$ cat src/rtl/jb_ul_dfe_pkg.sv
// Shared types and default sizing for the UL DFE output stage.
package jb_ul_dfe_pkg;

  localparam int UL_N_ANTENNAS = 4;
  localparam int UL_PRECISION  = 16;
  localparam int UL_USER_ID_BW = 2;
  localparam int UL_FIFO_DEPTH = 16;

  typedef enum logic [1:0] {
    WAIT_MRKR,
    WAIT_ANT0,
    RUN,
    DROP_GRP
  } ul_out_state_t;

  // One IQ sample as carried on tdata: Q in the upper half, I in the lower half.
  typedef struct packed {
    logic [UL_PRECISION-1:0] q;
    logic [UL_PRECISION-1:0] i;
  } iq_sample_t;

endpackage

$ cat src/rtl/jb_sync_fifo_fwft.sv
// Synchronous first-word-fall-through FIFO. The head entry is visible on
// rd_data as soon as it is stored; rd_data is forced to zero when empty.
module jb_sync_fifo_fwft #(
  parameter int WIDTH = 35,
  parameter int DEPTH = 16
) (
  input  logic                     clk_1x,
  input  logic                     rst,
  input  logic                     wr_en,
  input  logic [WIDTH-1:0]         wr_data,
  input  logic                     rd_en,
  output logic                     rd_valid,
  output logic [WIDTH-1:0]         rd_data,
  output logic [$clog2(DEPTH):0]   level
);

  localparam int AW = $clog2(DEPTH);
  localparam int LW = AW + 1;

  logic [WIDTH-1:0] mem [DEPTH];
  logic [AW-1:0]    wr_ptr_reg;
  logic [AW-1:0]    rd_ptr_reg;
  logic [LW-1:0]    level_reg;
  logic             push;
  logic             pop;

  // Pushes into a full buffer are refused so the read side can never be corrupted.
  assign push     = wr_en & (level_reg != LW'(DEPTH));
  assign pop      = rd_en & (level_reg != '0);
  assign rd_valid = (level_reg != '0);
  assign rd_data  = rd_valid ? mem[rd_ptr_reg] : '0;
  assign level    = level_reg;

  // Storage array: written only, never reset, so it maps to distributed RAM.
  always_ff @(posedge clk_1x) begin
    if (push) begin
      mem[wr_ptr_reg] <= wr_data;
    end
  end

  // Pointer and occupancy bookkeeping; reset flushes everything buffered.
  always_ff @(posedge clk_1x) begin
    if (rst) begin
      wr_ptr_reg <= '0;
      rd_ptr_reg <= '0;
      level_reg  <= '0;
    end else begin
      if (push) wr_ptr_reg <= wr_ptr_reg + 1'b1;
      if (pop)  rd_ptr_reg <= rd_ptr_reg + 1'b1;
      case ({push, pop})
        2'b10:   level_reg <= level_reg + 1'b1;
        2'b01:   level_reg <= level_reg - 1'b1;
        default: level_reg <= level_reg;
      endcase
    end
  end

endmodule

$ cat src/rtl/jb_ul_dfe_output_stage.sv
// UL DFE output stage: aligns an antenna-interleaved sample stream to the
// frame marker and antenna 0, gates muted/disabled antennas, and buffers
// whole antenna groups for the fronthaul packer.
module jb_ul_dfe_output_stage
  import jb_ul_dfe_pkg::*;
#(
  parameter int N_ANTENNAS = UL_N_ANTENNAS,
  parameter int PRECISION  = UL_PRECISION,
  parameter int USER_ID_BW = UL_USER_ID_BW,
  parameter int FIFO_DEPTH = UL_FIFO_DEPTH
) (
  input  logic                          clk_1x,
  input  logic                          rst,
  input  logic                          clk_x1en,
  input  logic                          ul_frm_mrkr,
  input  logic                          ul_out_en,
  input  logic [N_ANTENNAS-1:0]         ul_stream_en,
  input  logic [N_ANTENNAS-1:0]         ul_ant_mute,
  input  logic                          s_tvalid,
  input  logic [2*PRECISION-1:0]        s_tdata,
  input  logic [USER_ID_BW-1:0]         s_tuser,
  output logic                          m_tvalid,
  input  logic                          m_tready,
  output logic [2*PRECISION-1:0]        m_tdata,
  output logic [USER_ID_BW-1:0]         m_tuser,
  output logic                          m_tlast,
  input  logic                          ovf_clr,
  output logic                          ovf_sticky,
  output logic                          seq_err_sticky,
  output logic [$clog2(FIFO_DEPTH):0]   fifo_level
);

  localparam int LVL_W = $clog2(FIFO_DEPTH) + 1;
  localparam int DW    = 2 * PRECISION;
  localparam int WW    = DW + USER_ID_BW + 1;
  localparam logic [USER_ID_BW-1:0] LAST_ANT = USER_ID_BW'(N_ANTENNAS - 1);

  ul_out_state_t         state_reg, state_next;
  logic [USER_ID_BW-1:0] cnt_reg, cnt_next;
  logic                  grp_err_reg, grp_err_next;
  logic                  ovf_sticky_reg, seq_err_sticky_reg;

  logic                  acc;
  logic [LVL_W-1:0]      free;
  logic                  room;
  logic                  mismatch;
  logic [N_ANTENNAS-1:0] gate_en;
  logic [DW-1:0]         gated_data;
  logic                  wr_en;
  logic [DW-1:0]         wr_tdata;
  logic                  wr_tlast;
  logic                  ovf_set;
  logic                  seq_set;
  logic [WW-1:0]         fifo_rd_data;

  // Per-antenna pass enable: streaming and not muted.
  for (genvar gi = 0; gi < N_ANTENNAS; gi++) begin : g_gate
    assign gate_en[gi] = ul_stream_en[gi] & ~ul_ant_mute[gi];
  end

  assign acc        = clk_x1en & s_tvalid;
  assign free       = LVL_W'(FIFO_DEPTH) - fifo_level;
  assign room       = (free >= LVL_W'(N_ANTENNAS));
  assign mismatch   = (s_tuser != cnt_reg);
  assign gated_data = gate_en[cnt_reg] ? s_tdata : '0;

  // Next-state, group counter and write-side decisions.
  always_comb begin
    state_next   = state_reg;
    cnt_next     = cnt_reg;
    grp_err_next = grp_err_reg;
    wr_en        = 1'b0;
    wr_tdata     = '0;
    wr_tlast     = 1'b0;
    ovf_set      = 1'b0;
    seq_set      = 1'b0;
    unique case (state_reg)
      WAIT_MRKR: begin
        if (ul_frm_mrkr && ul_out_en) state_next = WAIT_ANT0;
      end
      WAIT_ANT0: begin
        if (acc && (s_tuser == '0)) begin
          cnt_next     = USER_ID_BW'(1);
          grp_err_next = 1'b0;
          if (!ul_out_en) begin
            state_next = WAIT_MRKR;
            cnt_next   = '0;
          end else if (room) begin
            wr_en      = 1'b1;
            wr_tdata   = gated_data;
            state_next = RUN;
          end else begin
            ovf_set    = 1'b1;
            state_next = DROP_GRP;
          end
        end
      end
      RUN: begin
        if (acc) begin
          // Space for a whole group is reserved when antenna 0 is due.
          if ((cnt_reg == '0) && !room) begin
            ovf_set    = 1'b1;
            cnt_next   = USER_ID_BW'(1);
            state_next = DROP_GRP;
          end else begin
            wr_en    = 1'b1;
            wr_tdata = mismatch ? '0 : gated_data;
            seq_set  = mismatch;
            if (cnt_reg == LAST_ANT) begin
              wr_tlast     = 1'b1;
              cnt_next     = '0;
              grp_err_next = 1'b0;
              if (!ul_out_en)                   state_next = WAIT_MRKR;
              else if (grp_err_reg || mismatch) state_next = WAIT_ANT0;
            end else begin
              cnt_next     = cnt_reg + 1'b1;
              grp_err_next = grp_err_reg | mismatch;
            end
          end
        end
      end
      DROP_GRP: begin
        if (acc) begin
          if (cnt_reg == LAST_ANT) begin
            cnt_next   = '0;
            state_next = WAIT_ANT0;
          end else begin
            cnt_next = cnt_reg + 1'b1;
          end
        end
      end
      default: state_next = WAIT_MRKR;
    endcase
  end

  // FSM, counter and error flag registers.
  always_ff @(posedge clk_1x) begin
    if (rst) begin
      state_reg   <= WAIT_MRKR;
      cnt_reg     <= '0;
      grp_err_reg <= 1'b0;
    end else begin
      state_reg   <= state_next;
      cnt_reg     <= cnt_next;
      grp_err_reg <= grp_err_next;
    end
  end

  // Sticky status bits; a new event wins over a clear in the same cycle.
  always_ff @(posedge clk_1x) begin
    if (rst) begin
      ovf_sticky_reg     <= 1'b0;
      seq_err_sticky_reg <= 1'b0;
    end else begin
      if (ovf_set)      ovf_sticky_reg <= 1'b1;
      else if (ovf_clr) ovf_sticky_reg <= 1'b0;
      if (seq_set)      seq_err_sticky_reg <= 1'b1;
      else if (ovf_clr) seq_err_sticky_reg <= 1'b0;
    end
  end

  assign ovf_sticky     = ovf_sticky_reg;
  assign seq_err_sticky = seq_err_sticky_reg;

  // Tag each entry with the expected antenna index, not the received one.
  jb_sync_fifo_fwft #(
    .WIDTH (WW),
    .DEPTH (FIFO_DEPTH)
  ) u_fifo (
    .clk_1x   (clk_1x),
    .rst      (rst),
    .wr_en    (wr_en),
    .wr_data  ({cnt_reg, wr_tlast, wr_tdata}),
    .rd_en    (m_tready),
    .rd_valid (m_tvalid),
    .rd_data  (fifo_rd_data),
    .level    (fifo_level)
  );

  assign m_tuser = fifo_rd_data[WW-1 -: USER_ID_BW];
  assign m_tlast = fifo_rd_data[DW];
  assign m_tdata = fifo_rd_data[DW-1:0];

endmodule

$ cat config.mk
export PLATFORM = sky130hd
export DESIGN_NAME = jb_ul_dfe_output_stage
export DESIGN_NICKNAME = d
export VERILOG_FILES = /design/src/rtl/jb_ul_dfe_pkg.sv /design/src/rtl/jb_sync_fifo_fwft.sv /design/src/rtl/jb_ul_dfe_output_stage.sv
export SDC_FILE = /design/constraint.sdc
export NUM_CORES = 1
export LEC_CHECK = 0
export CAP_MARGIN = 20
export CORE_MARGIN = 5
export CORE_UTILIZATION = 40
export DETAILED_ROUTE_END_ITERATION = 7
export PLACE_DENSITY = 0.58
export REMOVE_ABC_BUFFERS = 1
export SKIP_CTS_REPAIR_TIMING = 1
export SLEW_MARGIN = 20
export SYNTH_ARGS = -nofsm -noshare
export SYNTH_HDL_FRONTEND = slang
export SYNTH_SLANG_ARGS = --single-unit
export TNS_END_PERCENT = 20
$ cat constraint.sdc
create_clock -name clk_1x -period 5.78 [get_ports clk_1x]
set_clock_uncertainty 0.1 [all_clocks]
set_input_delay 0.867 -clock clk_1x [delete_from_list [all_inputs] [get_ports clk_1x]]
set_output_delay 0.867 -clock clk_1x [all_outputs]
set_load 0.01 [all_outputs]
# --- Word-level counts from Yosys, hierarchy flattened ---
# Memory sizes are Yosys's and may differ from the RTL's. A register that Yosys moved wholly into a read port is not among the register bits.
# Index checks and enable logic that the tools add are counted.
totals:
  in_bits: 50
  register_bits: 20
  output_inout_bits: 43
  n_memories: 1
  elab_cells: 124
  ramBits: 560
mem_list:
  columns: ["memory", "depth", "word_bits", "rd", "rd_clocked_by_memory_dff", "wr", "line_no", "rtl"]
  rows:
  - ["u_fifo.mem", 16, 35, 1, 1, 1, "jb_sync_fifo_fwft.sv:20", "logic [WIDTH-1:0] mem [DEPTH];"]
op_classes:
  n_reduce_logical: 17
  add_sub_neg: 6
  n_mux: 62
  n_eq_ne: 16
  n_lt_le_gt_ge: 2
  n_bitwise: 12
op_table:
  columns: ["op", "n"]
  rows:
  - ["$mux 32", 7]
  - ["$pmux 32 s2", 1]
  - ["$mux 35", 1]
  - ["$mux 2", 15]
  - ["$mux 1", 29]
  - ["$ne 2x2->1 const B", 6]
  - ["$pmux 5 s2", 1]
  - ["$add 4x1->4 const B", 2]
  - ["$eq 2x2->1 const B", 4]
  - ["$mux 4", 2]
  - ["$pmux 2 s4", 1]
  - ["$reduce_and 4->1", 2]
  - ["$reduce_bool 2->1", 4]
  - ["$and 1x1->1", 7]
  - ["$reduce_and 7->1", 1]
  - ["$logic_not 2->1", 3]
  - ["$pmux 1 s2", 3]
  - ["$pmux 2 s3", 1]
  - ["$add 5x1->5 const B", 1]
  - ["$ge 5x3->1 const B", 1]
  - ["$ne 5x5->1 const B", 1]
  - ["$reduce_bool 5->1", 1]
  - ["$sub 5x1->5 const B", 1]
  - ["$sub 5x5->5 const A", 1]
  - ["13 further kinds", 19]

# --- Depth between registers and ports, before layout ---
# Gate-level depths: netlist of the first run.
logic_depth:
  word_depth: 10
  depth_mapped: 18

# --- Cells and area by module ---
# Synthesis of the first run repeated with hierarchy kept, for this count alone.
unflattened:
  cells_unflattened: 1065
  hier_area_um2: 23238.5
modules_own_cells:
  columns: ["mod", "area_each_um2", "cells_per_inst", "n_inst"]
  rows:
  - ["jb_sync_fifo_fwft", 22213.8, 941, 1]
  - ["jb_ul_dfe_output_stage", 1024.7, 124, 1]

# --- Worst setup path after synthesis of the first run ---
# OpenSTA, ideal clock, no wires.
synth_timing:
  kind: "register -> register"
  startpoint: "register u_fifo.level_reg[1], in the netlist u_fifo.level[1]"
  endpoint: "memory u_fifo.mem[0][0] (enable)"
  setup_ps: 471
  t_arrival_ps: 4425
  path_buffers: 1
  path_slack_ps: 785
  path_stages_with_launch: 10
  period_less_slack_ps: 4995
  path_cell_list: "dfxtp_1 -> clkbuf_1 -> or4_4 -> inv_2 -> ha_1 -> nand2_1 -> a21oi_4 -> o2bb2ai_2 -> nand3_1 -> nor3_1"
synth_between:
  elab_chain_cells: 10
synth_lines:
  columns: ["element", "line_no", "rtl"]
  rows:
  - ["start, declared", "jb_sync_fifo_fwft.sv:23", "logic [LW-1:0] level_reg;"]
  - ["start signal, assigned", "jb_sync_fifo_fwft.sv:51", "2'b10: level_reg <= level_reg + 1'b1;"]
  - ["start signal, assigned", "jb_sync_fifo_fwft.sv:52", "2'b01: level_reg <= level_reg - 1'b1;"]
  - ["start signal, assigned", "jb_sync_fifo_fwft.sv:53", "default: level_reg <= level_reg;"]
  - ["$sub 5x5->5", "jb_ul_dfe_output_stage.sv:62", "assign free = LVL_W'(FIFO_DEPTH) - fifo_level;"]
  - ["$ge 5x3->1", "jb_ul_dfe_output_stage.sv:63", "assign room = (free >= LVL_W'(N_ANTENNAS));"]
  - ["$logic_not 1->1", "jb_ul_dfe_output_stage.sv:101", "if ((cnt_reg == '0) && !room) begin"]
  - ["$logic_and 1x1->1", "jb_ul_dfe_output_stage.sv:101", null]
  - ["$mux 1", "jb_ul_dfe_output_stage.sv:101", null]
  - ["$mux 1", "jb_ul_dfe_output_stage.sv:99", "if (acc) begin"]
  - ["$pmux 1 s2", "jb_ul_dfe_output_stage.sv:77", "unique case (state_reg)"]
  - ["$and 1x1->1 (*)", "jb_sync_fifo_fwft.sv:28", "assign push = wr_en & (level_reg != LW'(DEPTH));"]
  - ["$mux 1 (*)", "jb_sync_fifo_fwft.sv:36", "if (push) begin"]
  - ["$mux 1 (implied by the code) (*)", "jb_sync_fifo_fwft.sv:37", "mem[wr_ptr_reg] <= wr_data;"]
  - ["end, declared", "jb_sync_fifo_fwft.sv:20", null]
# Mark *: on every way between the ends. The rest lies on a longest branch, timed or not.

==> flow_metrics.py, run 1 <==
metrics = {
    "die": {
        "start_util_pct": 40.2,
        "coreArea_mm2": 0.0575,
        "dieHeight_um": 250,
        "rows": 88,
        "io_pins": 93,
        "die_w_um": 250,
        "die_area_mm2": 0.0626,
    },
    "synthesis": {
        "synth_enable_flop_cells": 560,
        "async_flop_share_pct": 0,
        "yosys-top-cells-area": "edfxtp_1 73%, mux4_2 17%, dfxtp_1 2.1%",
        "ys_seq_elements": 584,
        "syn_inst": 1061,
        "synth.distinct_cells": 54,
        "synth-seq-area-share_pct": 74.9,
        "syn_area_per_cell_um2": 21.8,
        "synth_top_area_share_pct": 72.8,
        "synthFlopType": "edfxtp_1",
        "synth_top_area_cell": "edfxtp_1",
        "yosysWarnings": 0,
        "netlist_area_mm2": 0.0231,
    },
    "cells_and_area": {
        "fin_nets": 1252,
        "areaGrowthSynthToFinish_pct": 17.3,
        "layout_commonest_cell": "edfxtp_1",
        "diodes": 0,
        "drive_gt1_share_pct": 25.4,
        "final_cell_mix": "560 x edfxtp_1, 175 x mux4_2, 92 x clkdlybuf4s50_1, 70 x and2_1, 59 x clkbuf_16",
        "nFillCells": 4759,
        "finalNonFillerCells": 1998,
        "largest_register_ffs": 560,
    },
    "job": {
        "cap_violations": 0,
    },
    "global_route": {
        "met2_usage_pct": 24.6,
        "grt_usage_pct": 15.7,
        "use_met1_pct": 23.5,
        "gr-usage-met3_pct": 2.83,
        "overflow": 0,
        "grt-busiest-layer": "met2",
        "grt_pass1_wl_um": 74500,
        "grt_max_degree": 52,
        "grt_pass1_vias": 11400,
        "antenna_found_initial": 1,
    },
    "worst_setup_path": {
        "crit_family": "multiplexers",
        "cpMostUsedCell": "mux4_2",
        "r2r_slack_ps": 1850,
        "required_ps": 4810,
        "r2r_cells": 16,
        "path_max_fanout": 41,
        "path_cells": "buf_12 > mux4_2 > mux4_2 > and2_1 > clkdlybuf4s50_1",
        "worstReg2RegStart": "u_fifo.level[3]$_SDFFE_PP0P_",
        "path_class": "flop to primary output",
        "worstPathArrival_ps": 3560,
        "critPathLaunchType": "flop",
        "critPathSlowestCell": "dfxtp_4",
        "end_kind": "primary output",
        "cp_num_buf_inv": 2,
        "timing.rr.end": "u_fifo.level[4]$_SDFFE_PP0P_",
        "slowest_delay_ps": 700,
    },
    "sta": {
        "fin_tns_setup_ps": 0,
        "rsz0062_at_grt": "false",
        "fmax_ghz": 0.221,
        "layout_min_cycle_time_ps": 4530,
        "relSlewSlack_pct": 33.7,
        "final_hold_viol_count": 0,
        "maxSlewViolCount": 0,
        "tightest_slew_ps": 994,
        "worst_slack_ps": 1250,
        "fin_crit_sh_pct": 78.4,
        "finalSetupViolations": 0,
    },
    "place": {
        "io_buffers": 92,
        "dp_hpwl_um": 27300,
        "numPlacedInstances": 1890,
        "post-place-ws_ps": 1220,
        "place_congestion": 0.735,
    },
    "drt": {
        "ant_nets": 0,
        "postRouteWirelength_um": 49500,
        "wl_per_cell_um": 24.8,
        "drtIter0Drc": 797,
        "num_vias": 10800,
        "drc_errors": 0,
        "first_pass_iters": 5,
        "avgViaCountPerCell": 5.42,
    },
    "power": {
        "pwr-share-comb_pct": 1.3,
        "p_clk_share_pct": 44.4,
        "power.leakage_nw": 9.53,
        "power.density_mw_per_mm2": 312,
        "p_sw_share_pct": 18.9,
        "switchingPower_mw": 1.60,
        "internal-power_mw": 6.86,
        "vdd_drop_max_v": 0.000217,
        "pwr-share-seq_pct": 54.3,
    },
    "min_path": {
        "hp-class": "flop to flop",
        "min_path_cells": 2,
        "hp-start": "ovf_sticky$_SDFFE_PP0P_",
        "hold_end": "ovf_sticky$_SDFFE_PP0P_",
    },
    "clocking": {
        "ctsRootBufferMaster": "clkbuf_16",
        "clock_path_buffers": 3,
        "numCtsBuffers": 58,
        "tritoncts": "built",
        "htree_levels": 2,
        "clkTransAtPathRegs_ps": 60,
        "clkLatencyLatePin_ps": 600,
        "clock-sinks": 584,
    },
    "status": {
        "status": "complete, no violations",
    },
}
[worst max-delay path by stage]
stage,from,end,slack [ps],cells past startpoint
after floorplan,flop,m_tdata[0],-2270,3
after global routing,flop,m_tdata[6],1070,5
after global placement,s_tvalid,u_fifo.level[4]$_SDFFE_PP0P_,1310,14
after detailed placement,s_tvalid,u_fifo.level[4]$_SDFFE_PP0P_,1220,14
final,flop,m_tdata[6],1250,5
after CTS,flop,m_tdata[6],1160,5
[layout make-up]
type	count	area, µm²	share of cell area (%)
well taps	765	957	3.53
inverters	15	56.3	0.208
clock inverters	34	342	1.26
clock buffers	74	1570	5.81
repair buffers	118	1250	4.63
multi-input cells	408	5600	20.7
flip-flops and latches	584	17300	63.9
[cell usage after synthesis, types with 2 or more instances]
| master | number |
|---|---|
| a211o_1 | 2 |
| a21o_1 | 3 |
| a21oi_1 | 11 |
| a311oi_1 | 2 |
| and2_1 | 70 |
| buf_1 | 5 |
| buf_2 | 5 |
| buf_4 | 10 |
| clkbuf_1 | 33 |
| dfxtp_1 | 24 |
| edfxtp_1 | 560 |
| ha_1 | 17 |
| inv_1 | 13 |
| inv_2 | 2 |
| mux2i_1 | 3 |
| mux4_2 | 175 |
| nand2_1 | 10 |
| nand2b_1 | 10 |
| nand3_1 | 9 |
| nand4_1 | 2 |
| nor2_1 | 35 |
| nor2b_1 | 6 |
| nor3_1 | 7 |
| o2111a_1 | 2 |
| o211ai_1 | 2 |
| o21ai_0 | 3 |
| o21ai_1 | 3 |
| o22ai_1 | 2 |
| o31ai_1 | 2 |
| xnor2_1 | 3 |
| xor2_1 | 7 |
[logic make-up (layout without fill, tap and decap cells)]
| kind of cell | Yosys count | count (layout) | synth area share (%) |
|---|---|---|---|
| mux | 178 | 178 | 17.2 |
| buf+inv | 69 | 241 | 1.34 |
| fa+ha+maj | 17 | 17 | 0.921 |
| xor+xnor | 10 | 10 | 0.379 |
| compound gates | 46 | 46 | 1.51 |
| simple gates | 157 | 157 | 3.75 |
| flops | 584 | 584 | 74.9 |
[power groups by stage]
stage | Sequential [mW] | Clock, mW | Combinational (mW)
5_1_grt | 4.59 | 4.03 | 0.124
3_3_place_gp | 4.68 | 0 | 0.114
4_1_cts | 4.59 | 3.84 | 0.114
6_report | 4.59 | 3.75 | 0.112
3_5_place_dp | 4.68 | 0 | 0.113
2_1_floorplan | 4.68 | 0 | 0.0542
[worst min-delay path, cell delays in order, from the launching register on]
cell	delay (ps)
dfxtp_1	310
nand2b_1	60
a21oi_1	50
[stage by stage]
step                hold slack [ps]  total power, mW  area [µm²]  util, %
floorplan                       372             4.73       22800        -
global placement                357             4.79       25200     43.8
detailed placement              358             4.79       25200     43.8
CTS                             378             8.54       27100     47.1
global route                    409             8.74       27100     47.1
finish                          378             8.46       27100     47.1
[metal layers]
| metal | vias to the layer above | part of all wire, % |
|---|---|---|
| met3 | 60 | 5.2 |
| met4 | 0 | 1.5 |
| met1 | 5824 | 46 |
| met2 | 284 | 47 |
| li1 | 4657 | - |
| met5 | - | 0 |
(Power assumes the default switching activity.)
==> run 2, diff against run 1 <==
--- a/config.mk
+++ b/config.mk
@@ -9,7 +9,7 @@
 export CORE_MARGIN = 5
 export CORE_UTILIZATION = 40
 export DETAILED_ROUTE_END_ITERATION = 7
-export PLACE_DENSITY = 0.58
+export PLACE_DENSITY = 0.6
 export REMOVE_ABC_BUFFERS = 1
 export SKIP_CTS_REPAIR_TIMING = 1
 export SLEW_MARGIN = 20
==> constraint.sdc (replaced) <==
create_clock -name clk_1x -period 4.1 [get_ports clk_1x]
set_clock_uncertainty 0.1 [all_clocks]
set_input_delay 0.615 -clock clk_1x [delete_from_list [all_inputs] [get_ports clk_1x]]
set_output_delay 0.615 -clock clk_1x [all_outputs]
set_load 0.01 [all_outputs]
==> flow_metrics.py, run 2 (same netlist as run 1, synthesis figures left out) <==
metrics = {
    "sta": {
        "rsz0062_at_grt": "false",
        "fin_tns_setup_ps": 0,
        "holdWs_ps": 368,
        "finalSetupViolations": 0,
        "final_hold_viol_count": 0,
        "relSlewSlack_pct": 38.9,
        "fmax_ghz": 0.257,
        "layout_min_cycle_time_ps": 3880,
        "fin_crit_sh_pct": 94.7,
        "maxSlewViolCount": 0,
        "tightest_slew_ps": 914,
    },
    "drt": {
        "drc_errors": 0,
        "first_pass_iters": 4,
        "ant_nets": 0,
        "drtIter0Drc": 958,
        "avgViaCountPerCell": 5.34,
        "num_vias": 10800,
        "wl_per_cell_um": 25.3,
        "postRouteWirelength_um": 51200,
    },
    "worst_setup_path": {
        "r2r_slack_ps": 570,
        "worstPathArrival_ps": 3170,
        "critPathLaunchType": "flop",
        "timing.rr.end": "u_fifo.level[4]$_SDFFE_PP0P_",
        "cpMostUsedCell": "mux4_2",
        "path_class": "flop to primary output",
        "path_cells": "buf_12 > mux4_2 > mux4_2 > and2_1 > clkdlybuf4s50_1",
        "critPathSlowestCell": "mux4_2",
        "cp_num_buf_inv": 2,
        "end_kind": "primary output",
        "crit_family": "multiplexers",
        "required_ps": 3380,
        "slowest_delay_ps": 560,
        "path_max_fanout": 34,
        "r2r_cells": 16,
        "worstReg2RegStart": "u_fifo.level[3]$_SDFFE_PP0P_",
    },
    "min_path": {
        "hp-start": "ovf_sticky$_SDFFE_PP0P_",
        "hold_end": "ovf_sticky$_SDFFE_PP0P_",
        "min_path_cells": 2,
        "hp-class": "flop to flop",
    },
    "cells_and_area": {
        "final_cell_area_mm2": 0.0274,
        "diodes": 0,
        "final_cell_mix": "560 x edfxtp_1, 175 x mux4_2, 92 x clkdlybuf4s50_1, 70 x and2_1, 59 x clkbuf_16",
        "nFillCells": 4757,
        "drive_gt1_share_pct": 27.1,
        "fin_nets": 1277,
        "areaGrowthSynthToFinish_pct": 18.5,
        "largest_register_ffs": 560,
        "finalNonFillerCells": 2025,
        "layout_commonest_cell": "edfxtp_1",
        "multi_input_area_mm2": 0.00560,
        "final-seq-area_mm2": 0.0173,
    },
    "die": {
        "die_w_um": 250,
        "start_util_pct": 40.2,
        "rows": 88,
        "die_area_mm2": 0.0626,
        "coreArea_mm2": 0.0575,
        "dieHeight_um": 250,
        "io_pins": 93,
    },
    "clocking": {
        "clkTransAtPathRegs_ps": 60,
        "clock-sinks": 584,
        "clock_path_buffers": 3,
        "numCtsBuffers": 59,
        "htree_levels": 2,
        "tritoncts": "built",
        "ctsRootBufferMaster": "clkbuf_16",
        "clkLatencyLatePin_ps": 620,
    },
    "global_route": {
        "grt_max_degree": 49,
        "overflow": 0,
        "grt-busiest-layer": "met2",
        "gr-usage-met3_pct": 2.60,
        "antenna_found_initial": 1,
        "use_met1_pct": 22.9,
        "grt_pass1_wl_um": 76500,
        "met2_usage_pct": 27.3,
        "grt_pass1_vias": 11700,
        "grt_usage_pct": 16.3,
    },
    "power": {
        "finalPower_mw": 11.7,
        "vdd_drop_max_v": 0.000334,
        "power.density_mw_per_mm2": 428,
        "power.leakage_nw": 9.68,
    },
    "place": {
        "numPlacedInstances": 1909,
        "io_buffers": 92,
        "placed_area_mm2": 0.0255,
        "dp_hpwl_um": 26400,
        "place_congestion": 0.735,
    },
    "job": {
        "cap_violations": 0,
    },
    "status": {
        "status": "complete, no violations",
    },
}
## run 2: layout make-up
type | instances | share of cell area [%]
clock buffers | 70 | 5.55
clock inverters | 41 | 1.22
inverters | 15 | 0.206
multi-input cells | 408 | 20.5
flip-flops and latches | 584 | 63.2
well taps | 765 | 3.50
repair buffers | 142 | 5.83
## run 2: metal layers
layer	share of wire (%)	vias to the layer above	routed length, µm
li1	-	4696	-
met2	51	255	26000
met3	4.3	50	2210
met4	1.6	0	803
met5	0	-	0
met1	43	5812	22100
## run 2: tightest hold or removal path: stages, from the launching register on
cell and delay (ps):
dfxtp_1 310, nand2b_1 60, a21oi_1 50
## run 2: worst max-delay path by stage
stage	to	cells after the start
2_1_floorplan	m_tdata[0]	3
3_3_place_gp	u_fifo.level[4]$_SDFFE_PP0P_	14
3_5_place_dp	u_fifo.level[4]$_SDFFE_PP0P_	14
4_1_cts	m_tdata[22]	5
5_1_grt	m_tdata[9]	5
6_report	m_tdata[31]	5
## run 2: per-stage QoR
stage	utilization, %	worst slack (ps)
CTS	47.5	-6.67
detailed placement	44.3	364
floorplan	-	-3700
global route	47.6	89.1
finish	47.6	216
global placement	44.3	417
## run 2: power by group
| part | switching (mW) | total [mW] | leakage, nW | internal (mW) |
|---|---|---|---|---|
| registers | 0.00570 | 6.46 | 6.44 | 6.45 |
| clock network | 2.28 | 5.08 | 0.901 | 2.79 |
| logic | 0.0893 | 0.178 | 2.34 | 0.0890 |
| total | 2.38 | 11.7 | 9.68 | 9.33 |
==> run 3, diff against run 2 <==
--- a/config.mk
+++ b/config.mk
@@ -9,7 +9,7 @@
 export CORE_MARGIN = 5
 export CORE_UTILIZATION = 40
 export DETAILED_ROUTE_END_ITERATION = 7
-export PLACE_DENSITY = 0.6
+export PLACE_DENSITY = 0.58
 export REMOVE_ABC_BUFFERS = 1
 export SKIP_CTS_REPAIR_TIMING = 1
 export SLEW_MARGIN = 20
==> constraint.sdc (replaced) <==
create_clock -name clk_1x -period 3.7 [get_ports clk_1x]
set_clock_uncertainty 0.1 [all_clocks]
set_input_delay 0.555 -clock clk_1x [delete_from_list [all_inputs] [get_ports clk_1x]]
set_output_delay 0.555 -clock clk_1x [all_outputs]
set_load 0.01 [all_outputs]
==> flow_metrics.py, run 3 (same netlist as run 1, synthesis figures left out) <==
metrics = {
    "status": {
        "status": "finished with violations",
        "violations": "setup timing",
    },
    "place": {
        "placed_area_mm2": 0.0256,
        "post-place-ws_ps": 117,
        "dp_hpwl_um": 27300,
        "io_buffers": 92,
        "place_congestion": 0.776,
        "numPlacedInstances": 1918,
    },
    "clocking": {
        "htree_levels": 2,
        "tritoncts": "built",
        "clock-sinks": 584,
        "clkTransAtPathRegs_ps": 60,
        "clock_path_buffers": 3,
        "ctsRootBufferMaster": "clkbuf_16",
        "clkLatencyLatePin_ps": 590,
        "numCtsBuffers": 56,
    },
    "sta": {
        "fmax_ghz": 0.269,
        "relSlewSlack_pct": 38.6,
        "rsz0062_at_grt": "true",
        "finalSetupViolations": 2,
        "tightest_slew_ps": 918,
        "fin_tns_setup_ps": -16.2,
        "maxSlewViolCount": 0,
        "final_hold_viol_count": 0,
        "layout_min_cycle_time_ps": 3720,
        "worst_slack_ps": -16.1,
        "fin_crit_sh_pct": 100,
        "holdWs_ps": 381,
    },
    "die": {
        "die_w_um": 250,
        "start_util_pct": 40.2,
        "coreArea_mm2": 0.0575,
        "dieHeight_um": 250,
        "rows": 88,
        "die_area_mm2": 0.0626,
        "io_pins": 93,
    },
    "worst_setup_path": {
        "worstPathArrival_ps": 3060,
        "path_class": "flop to primary output",
        "end_kind": "primary output",
        "critPathLaunchType": "flop",
        "required_ps": 3040,
        "critPathSlowestCell": "mux4_2",
        "crit_family": "multiplexers",
        "path_cells": "buf_12 > buf_12 > mux4_2 > mux4_2 > and2_1 > clkdlybuf4s50_1",
        "slowest_delay_ps": 530,
        "cp_num_buf_inv": 3,
        "path_max_fanout": 14,
    },
    "power": {
        "switchingPower_mw": 2.44,
        "finalPower_mw": 12.8,
        "power.density_mw_per_mm2": 463,
        "internal-power_mw": 10.3,
        "p_clk_share_pct": 42.4,
        "pwr-share-comb_pct": 1.6,
        "p_sw_share_pct": 19.1,
        "pwr-share-seq_pct": 56.0,
        "power.leakage_nw": 10.3,
        "vdd_drop_max_v": 0.000278,
    },
    "cells_and_area": {
        "fin_nets": 1292,
        "largest_register_ffs": 560,
        "diodes": 0,
        "nFillCells": 4742,
        "layout_commonest_cell": "edfxtp_1",
        "finalNonFillerCells": 2034,
        "areaGrowthSynthToFinish_pct": 19.4,
        "final_cell_area_mm2": 0.0276,
        "final_cell_mix": "560 x edfxtp_1, 175 x mux4_2, 70 x and2_1, 65 x clkdlybuf4s50_1, 60 x clkbuf_16",
        "drive_gt1_share_pct": 27.1,
        "fin_util_pct": 48.0,
    },
    "drt": {
        "ant_nets": 0,
        "drc_errors": 0,
        "wl_met2_um": 25000,
        "drt-met1-wl_um": 23000,
        "avgViaCountPerCell": 5.41,
        "wl_met3_um": 2380,
        "first_pass_iters": 4,
        "wl_per_cell_um": 25.1,
        "drtIter0Drc": 968,
        "dr.max_layer_used": "met5",
        "num_vias": 11000,
        "postRouteWirelength_um": 51100,
    },
    "global_route": {
        "overflow": 0,
        "grt_pass1_vias": 11600,
        "grt_pass1_wl_um": 75900,
        "grt_max_degree": 52,
        "grt_usage_pct": 16.1,
        "antenna_found_initial": 2,
    },
    "job": {
        "cap_violations": 0,
    },
    "min_path": {
        "hp-class": "flop to flop",
    },
}
## run 3: cell types whose count changed in the layout (fill, tap and decap cells not counted), moves of 3 or more
| cell | change |
|---|---|
| dlymetal6s2s_1 | +27 |
| clkdlybuf4s50_1 | -27 |
| buf_4 | +11 |
| clkinv_2 | -10 |
| clkbuf_1 | +3 |
| clkinvlp_4 | -3 |
| clkinv_16 | -3 |
| clkinv_1 | +4 |
## run 3: power groups by stage
stage	registers (mW)	clock network, mW	logic, mW
after detailed placement	7.29	0	0.197
final	7.15	5.42	0.199
after global placement	7.29	0	0.194
after CTS	7.15	5.56	0.197
after floorplan	7.31	0	0.0847
after global routing	7.15	5.83	0.218
## run 3: layout make-up
cell class / count / area (µm²) / area share, %
inverter: 15 / 58.8 / 0.213
multi-input combinational: 408 / 5600 / 20.3
tap: 765 / 957 / 3.47
clock buffer: 71 / 1480 / 5.37
clock inverter: 31 / 245 / 0.890
timing repair buffer: 160 / 1920 / 6.95
sequential: 584 / 17300 / 62.8
## run 3: tightest hold or removal path: cells and delay by family, from the launching register on
| family | cells | cell delay [ps] |
|---|---|---|
| simple gates | 1 | 70 |
| flops | 1 | 320 |
| compound gates | 1 | 50 |
## run 3: final timing paths
| path | from | to | slack, ps | cells past startpoint |
|---|---|---|---|---|
| setup / recovery | flop | m_tdata[17] | -20 | 6 |
| hold / removal | ovf_sticky$_SDFFE_PP0P_ | ovf_sticky$_SDFFE_PP0P_ | 380 | 2 |
| setup reg to reg | u_fifo.level[3]$_SDFFE_PP0P_ | u_fifo.level[4]$_SDFFE_PP0P_ | 220 | 16 |
| hold reg to reg | ovf_sticky$_SDFFE_PP0P_ | ovf_sticky$_SDFFE_PP0P_ | 380 | 2 |
## run 3: layer usage
| metal | vias to the layer above | GRT usage [%] |
|---|---|---|
| met4 | 2 | 3.01 |
| met1 | 5930 | 23.3 |
| li1 | 4739 | - |
| met2 | 281 | 26.2 |
| met3 | 59 | 2.83 |
| met5 | - | 0 |
